File: src/rtl/imem_loader.sv
// Byte-stream loader for the big-endian 32-bit instruction memory: packs bytes into words,
// writes them sequentially and stalls the CPU meanwhile. Optional macro: IMEM_LOADER_CHECKSUM_EN.
module imem_loader #(
    parameter logic [31:0] BASE_ADDR = 32'h0000_0000,
    parameter int unsigned MEM_BYTES = 65536
) (
    input  logic        clk,
    input  logic        reset,
    input  logic        start,
    input  logic [7:0]  byte_in,
    input  logic        byte_valid,
    input  logic        byte_last,
    output logic        byte_ready,
    output logic        wr_en,
    output logic [31:0] wr_addr,
    output logic [31:0] wr_data,
    output logic        busy,
    output logic        done,
    output logic        overflow,
    output logic [15:0] word_count,
    output logic        cpu_stall,
    output logic [7:0]  checksum
);

    typedef enum logic [1:0] {StIdle, StLoad, StWrite, StDone} state_e;

    state_e      r_state;
    state_e      w_state_next;
    logic [1:0]  r_cnt;
    logic [31:0] r_shreg;
    logic [31:0] r_addr;
    logic        r_last;
    logic        r_wr_en;
    logic [31:0] r_wr_addr;
    logic [31:0] r_wr_data;
    logic        r_overflow;
    logic [15:0] r_word_count;

    logic        w_accept;
    logic        w_word_end;
    logic        w_start_ok;
    logic        w_ovf_hit;
    logic [31:0] w_shift;
    logic [31:0] w_packed;
    logic [32:0] w_limit;

    // 33-bit compare so a region ending exactly at 2^32 does not wrap.
    assign w_limit    = {1'b0, BASE_ADDR} + 33'(MEM_BYTES);
    assign w_ovf_hit  = ({1'b0, r_addr} >= w_limit);
    assign w_accept   = (r_state == StLoad) && byte_valid;
    assign w_word_end = w_accept && (byte_last || (r_cnt == 2'd3));
    assign w_start_ok = start && ((r_state == StIdle) || (r_state == StDone));
    assign w_shift    = {r_shreg[23:0], byte_in};

    // Received bytes land in the high-order positions; unfilled low bytes are NOP padding.
    always_comb begin
        w_packed = w_shift;
        unique case (r_cnt)
            2'd0: w_packed = {byte_in, 24'h00_0000};
            2'd1: w_packed = {r_shreg[7:0], byte_in, 16'h0000};
            2'd2: w_packed = {r_shreg[15:0], byte_in, 8'h00};
            2'd3: w_packed = w_shift;
        endcase
    end

    always_comb begin
        w_state_next = r_state;
        case (r_state)
            StIdle:  if (start) w_state_next = StLoad;
            StLoad:  if (w_word_end) w_state_next = StWrite;
            StWrite: w_state_next = (r_last || r_overflow) ? StDone : StLoad;
            StDone:  if (start) w_state_next = StLoad;
            default: w_state_next = StIdle;
        endcase
    end

    always_ff @(posedge clk) begin
        if (reset) begin
            r_state      <= StIdle;
            r_cnt        <= 2'd0;
            r_shreg      <= 32'h0;
            r_addr       <= BASE_ADDR;
            r_last       <= 1'b0;
            r_wr_en      <= 1'b0;
            r_wr_addr    <= 32'h0;
            r_wr_data    <= 32'h0;
            r_overflow   <= 1'b0;
            r_word_count <= 16'h0;
        end else begin
            r_state <= w_state_next;
            r_wr_en <= 1'b0;
            if (w_start_ok) begin
                r_word_count <= 16'h0;
                r_overflow   <= 1'b0;
                r_addr       <= BASE_ADDR;
                r_cnt        <= 2'd0;
                r_shreg      <= 32'h0;
                r_last       <= 1'b0;
            end
            if (w_accept) begin
                r_shreg <= w_shift;
                r_cnt   <= r_cnt + 2'd1;
                if (w_word_end) begin
                    r_last <= byte_last;
                    if (w_ovf_hit) begin
                        r_overflow <= 1'b1;
                    end else begin
                        r_wr_en   <= 1'b1;
                        r_wr_addr <= r_addr;
                        r_wr_data <= w_packed;
                    end
                end
            end
            if (r_state == StWrite) begin
                r_cnt <= 2'd0;
                // An overflowed word was never written, so it is not counted.
                if (!r_overflow) begin
                    r_addr       <= r_addr + 32'd4;
                    r_word_count <= r_word_count + 16'd1;
                end
            end
        end
    end

`ifdef IMEM_LOADER_CHECKSUM_EN
    logic [7:0] r_checksum;

    always_ff @(posedge clk) begin
        if (reset) begin
            r_checksum <= 8'h00;
        end else if (w_start_ok) begin
            r_checksum <= 8'h00;
        end else if (w_accept) begin
            r_checksum <= r_checksum + byte_in;
        end
    end

    assign checksum = r_checksum;
`else
    assign checksum = 8'h00;
`endif

    assign byte_ready = (r_state == StLoad);
    assign busy       = (r_state == StLoad) || (r_state == StWrite);
    assign cpu_stall  = busy;
    assign done       = (r_state == StDone);
    assign wr_en      = r_wr_en;
    assign wr_addr    = r_wr_addr;
    assign wr_data    = r_wr_data;
    assign overflow   = r_overflow;
    assign word_count = r_word_count;

endmodule

File: config.mk
export PLATFORM = sky130hd
export DESIGN_NAME = imem_loader
export DESIGN_NICKNAME = d
export VERILOG_FILES = /design/src/rtl/imem_loader.sv
export SDC_FILE = /design/constraint.sdc
export NUM_CORES = 1
export LEC_CHECK = 0
export ABC_AREA = 1
export CORE_AREA = 2 2 112 158
export CTS_BUF_LIST = sky130_fd_sc_hd__clkbuf_8
export DETAILED_ROUTE_END_ITERATION = 10
export DIE_AREA = 0 0 114 160
export MAX_ROUTING_LAYER = met4
export PLACE_DENSITY = 0.6
export REMOVE_ABC_BUFFERS = 1
export SLEW_MARGIN = 20
export SYNTH_ARGS = -nofsm -noshare
export SYNTH_HDL_FRONTEND = slang
export SYNTH_SLANG_ARGS = --single-unit
File: constraint.sdc
create_clock -name clk -period 3.7 [get_ports clk]
set_input_delay 0.74 -clock clk [delete_from_list [all_inputs] [get_ports clk]]
set_output_delay 0.74 -clock clk [all_outputs]
set_load 0.01 [all_outputs]
* Word-level counts from Yosys, hierarchy flattened
Cells that the tools add are included.
** Cells by class
- $add $sub $neg :: 3
- Order comparisons :: 1
- Equality and inequality tests :: 8
- Muxes and demuxes :: 23
- Bitwise gates (word level) :: 3
- Reductions and logical operators :: 15
** Operator list (number)
- $pmux 32 s4 :: 1
- $mux 32 :: 3
- $mux 16 :: 3
- $mux 24 :: 2
- $add 32x3->32 const B :: 1
- $ge 32x17->1 const B :: 1
- $add 16x1->16 const B :: 1
- $mux 2 :: 5
- $eq 2x2->1 const B :: 4
- $mux 1 :: 8
- $pmux 2 s3 :: 1
- $eq 2x1->1 const B :: 2
- $logic_not 2->1 :: 2
- $logic_or 1x1->1 :: 4
- $ne 2x1->1 const B :: 2
- $reduce_or 2->1 :: 2
- $logic_and 1x1->1 :: 3
- $not 1->1 :: 3
- $reduce_and 3->1 :: 1
- $reduce_or 3->1 :: 1
- $add 2x1->2 const B :: 1
- $reduce_and 2->1 :: 1
- $reduce_bool 2->1 :: 1
** Storage, ports and cells
- Register bits after elaboration :: 143
- Input bits :: 13
- Output and inout bits :: 94
- Logic and storage cells :: 63

* Depth between registers and ports, before layout
- Depth in word-level cells :: 7
- Gate-level depth with buffers :: 12
- Depth with buffers taken out :: 12

* Worst setup path before layout
Ideal clock, no wire load.
- Path type :: reg2out
- Start :: register r_state[0]
- End :: output cpu_stall
- Arrival :: 0.999 ns
- Setup slack :: 1.961 ns
- Cell stages (with the launch flop) :: 5
- Path through :: dfxtp_1 -> inv_1 -> ha_1 -> inv_1 -> buf_4
** On the way
- Longest elaborated chain between the ends :: 2
** RTL lines
- from (decl) :: RTL line 27 : state_e r_state;
- from (signal assigned) :: RTL line 79 : r_state <= StIdle;
- from (signal assigned) :: RTL line 90 : r_state <= w_state_next;
- $eq 2x1->1 or $eq 2x2->1 (tied branches) :: RTL line 144 : assign busy = (r_state == StLoad) || (r_state == StWrite);
- $logic_or 1x1->1 (*) :: RTL line 144
- to (decl) :: RTL line 21 : output logic cpu_stall,
Every way passes the cells marked *; elsewhere a longest branch is shown, timed or not.

* Worst setup path in the final report
- Start :: register r_state[0]
- End :: output busy
** On the way
- Longest elaborated chain between the ends :: 2
** RTL lines
- $eq 2x1->1 or $eq 2x2->1 (tied branches) :: RTL line 144
- $logic_or 1x1->1 (*) :: RTL line 144
- to (decl) :: RTL line 17 : output logic busy,
Marks and branches as above.

==> out/metrics.csv <==
stage,metric,value,unit
global_route,GRT Resource Usage Total,19.6,%
sta,Final Worst Setup Slack,1030,ps
worst_setup_path,Worst R2R Start,r_state[0]$_SDFFE_PP0P_,
synth,Netlist cell types,47,
synth,yosys warns,0,
sta,Slew HR,51.3,%
synth,top-area cell type share of the netlist area,43.2,%
final_layout,post-route cell area,0.00808,sq mm
worst_setup_path,Critical Path Sink Type,output port,
clock_tree,CTS root buf,clkbuf_8,
drt,Final ANT Viol Nets,0,
sta,Final period util,72.0,%
drt,WL/cell,13.8,um
power,Leak,3.24,nW
worst_setup_path,CP endpoint,busy,
final_layout,ant diodes,0,
outcome,status,finished clean,
clock_tree,CTS sink count,143,
min_path,worst hold path type,reg -> reg,
sta,"Slew Viols, Final",0,
sta,Layout Skew,9.45,ps
sta,setup_tns,0,ps
power,worst vdd ir,0.189,mV
synth,adder-cell share of the synthesized area,2.08,%
power,total power draw,3.83,mW
worst_setup_path,Critical Path AT,1930,ps
worst_setup_path,Worst Path Max Fanout,5,
global_route,largest net degree at the start of global routing,51,
worst_setup_path,Crit Path Class,reg -> out,
synth,number of synthesized flops with an enable pin,0,
drt,1st-pass router iterations,5,
worst_setup_path,Worst path slowest cell,clkdlybuf4s50_1,
sta,worst-margin pin slew,730,ps
synth,cell taking the most area after synthesis,dfxtp_1,
synth,xor-xnor portion of the synthesized cell area,0.132,%
synth,"top cells by area, synth","dfxtp_1 43%, nand2_1 12%, nand3_1 10%",
global_route,"Remaining Overflow, GRT",0,
floorplanning,I/O pins,107,
drt,Via density,5.05,
synth,mean post-synth cell area,7.20,sq um
clock_tree,clock buffer count from CTS,17,
sta,Fin. Hold Viols,0,
worst_setup_path,r2r setup slk,1180,ps
drt,vias after detailed routing,6128,
power,PD cells,474,mW/mm^2
clock_tree,htree depth,4,
synth,mux share of post-synthesis cell area,0,%
place,Post-DP Area,0.00765,sq mm
worst_setup_path,Setup crit start,r_state[0]$_SDFFE_PP0P_,
worst_setup_path,Critical Path RT,2960,ps
clock_tree,CTS Buffer Depth,2,
worst_setup_path,reg2reg end,wr_data[14]$_SDFFE_PP0P_,
floorplanning,Die Y,160,um
final_layout,nets,1020,
place,Cell Count Post-Placement,1183,
final_layout,share of layout cells above drive strength 1,6.55,%
run,Max Cap Violations,0,
worst_setup_path,Worst path most repeated cell,inv_1,
synth,Yosys reg bits,143,
place,hpwl dp,11500,um
sta,Tmin final,2670,ps
drt,Total Wirelength,16700,um
worst_setup_path,Setup crit start kind,flop,
worst_setup_path,crit-path max cell delay,550,ps
synth,Compound-Gate Fraction of Synth Area,12.7,%
synth,sequential fraction of the synthesis area,43.2,%
clock_tree,Worst-path clk slew,80,ps
global_route,vias in the first global route,5783,
synth,Synth Area in Simple Gates,30.8,%
floorplanning,row count,57,
synth,"Cell Area, Synth",0.00663,sq mm
clock_tree,clock insertion delay at the later pin of the skew report,450,ps
drt,drt first-iter violations,338,
final_layout,post-layout util,47.6,%
drt,drt drc,0,
floorplanning,DIE AREA,0.0182,sq mm
synth,commonest register cell after synthesis,dfxtp_1,
clock_tree,"Setup Fix Bufs, Post-CTS",0,
synth,Post-Synthesis Cells,920,
clock_tree,post-CTS sizing,0,
place,IO Port Bufs,98,
worst_setup_path,Top delay family on crit path,buffers and inverters,
synth,main combinational cell family by area after synthesis,simple AND/OR/NAND/NOR gates,
floorplanning,core area,0.0170,sq mm
sta,max frequency,375,MHz
global_route,initial antenna violation count,0,
floorplanning,Die Span X,114,um
final_layout,"non-filler cells, final",1214,
sta,RSZ-0062 raised after global routing,false,
worst_setup_path,crit-path cells,"inv_1, ha_1, inv_1, clkdlybuf4s50_1",
global_route,first-pass GRT wire length,28100,um
worst_setup_path,worst path buffer plus inverter count,3,
clock_tree,CTS tree,yes,
floorplanning,Initial Utilization,39.0,%
clock_tree,CTS Hold Bufs,0,
sta,final setup fails,0,
worst_setup_path,Critical Path Stages,4,
place,Routability Congestion,0.845,
place,Place WS,590,ps
worst_setup_path,Worst Reg-to-Reg Cells,9,
synth,asr flop ratio synth,0,%
final_layout,Layout area overhead,22.0,%
sta,Min Hold Slack,425,ps
-- cell families after synthesis --
family,Yosys count
xor+xnor,1
fa+ha+maj,11
buf+inv,172
simple gates,445
compound gates,147
other cells,1
flops,143
-- final cells by class --
type / instances / area [sq um]
Fill cell: 1763 / 8890
Sequential cell: 143 / 2860
Inverter: 117 / 442
Timing Repair Buffer: 105 / 1030
Tap cell: 206 / 258
Multi-Input combinational cell: 612 / 3060
Clock inverter: 10 / 136
Clock buffer: 21 / 289
-- cells in the mapped netlist (2+ instances only) --
library cell and n:
nor2_1 46, o21ai_1 2, buf_6 3, nor3_1 13
o211ai_1 8, a32oi_1 8, and3_1 2, nand3b_1 3
o22ai_1 12, nand4_1 11, a221oi_1 2, buf_1 8
ha_1 11, a21oi_1 70, buf_2 9, clkbuf_1 23
nor2_4 3, inv_1 112, nand2_1 211, a211oi_1 6
nand3_1 136, nor2_2 5, inv_2 4, o21ai_0 33
nand2_2 2, or2_2 4, dfxtp_1 143, buf_4 11
-- state kept, by name, summed over array words and instances, names as in the netlist --
| register | flops |
|---|---|
| wr_en | 1 |
| r_last | 1 |
| wr_addr | 32 |
| wr_data | 32 |
| word_count | 16 |
| r_state | 2 |
| overflow | 1 |
| r_shreg | 24 |
| r_addr | 32 |
| r_cnt | 2 |
-- worst min path at each step --
stage                           startpoint                endpoint  slack, ps  cells after the start
floorplan           r_addr[0]$_SDFFE_PP0P_  r_addr[0]$_SDFFE_PP0P_        410                      2
global placement    r_addr[0]$_SDFFE_PP0P_  r_addr[0]$_SDFFE_PP0P_        410                      2
detailed placement  r_addr[0]$_SDFFE_PP0P_  r_addr[0]$_SDFFE_PP0P_        420                      2
CTS                 r_addr[0]$_SDFFE_PP0P_  r_addr[0]$_SDFFE_PP0P_        430                      2
global route        r_addr[0]$_SDFFE_PP0P_  r_addr[0]$_SDFFE_PP0P_        440                      2
finish              r_addr[1]$_SDFFE_PP0P_  r_addr[1]$_SDFFE_PP0P_        430                      2
-- placed cells by master, fill, tap and decap left out, types with 2 or more instances in the layout --
cell	synthesis	final
nand2_1	211	211
dfxtp_1	143	143
nand3_1	136	136
inv_1	112	113
clkdlybuf4s50_1	0	97
a21oi_1	70	70
nor2_1	46	46
o21ai_0	33	33
clkbuf_8	0	21
nor3_1	13	13
o22ai_1	12	12
nand4_1	11	11
ha_1	11	11
a32oi_1	8	8
o211ai_1	8	8
conb_1	1	8
buf_4	11	7
a211oi_1	6	6
nor2_2	5	5
or2_2	4	4
inv_2	4	4
nor2_4	3	3
nand3b_1	3	3
bufinv_16	0	3
a221oi_1	2	2
and3_1	2	2
nand2_2	2	2
o21ai_1	2	2
clkinv_2	0	2
clkinvlp_4	0	2
clkinv_4	0	2
-- per-layer routing --
layer / vias up / track usage [%] / share of wire (%) / wire [um]
met5: - / - / 0 / 0
met4: 0 / 5.65 / 1.2 / 204
met3: 15 / 3.76 / 3.8 / 631
met2: 118 / 34.7 / 52 / 8740
met1: 2849 / 22.2 / 43 / 7170
li1: 3146 / - / - / -
-- report_power, final --
group	internal [mW]	switching [mW]	total (mW)
registers	1.61	0.0630	1.67
clock network	0.732	0.602	1.33
logic	0.273	0.553	0.825
total	2.61	1.22	3.83
-- worst register-to-register path: cells and delay by family (launching register included) --
family	cells	cell delay [ps]
AND/OR/NAND/NOR	5	1510
flip-flops	1	410
adder cells (fa/ha/maj)	1	300
buffers and inverters	2	190
AO/OA/AOI/OAI	1	70
No activity file was read; power rests on OpenSTA's default activity.
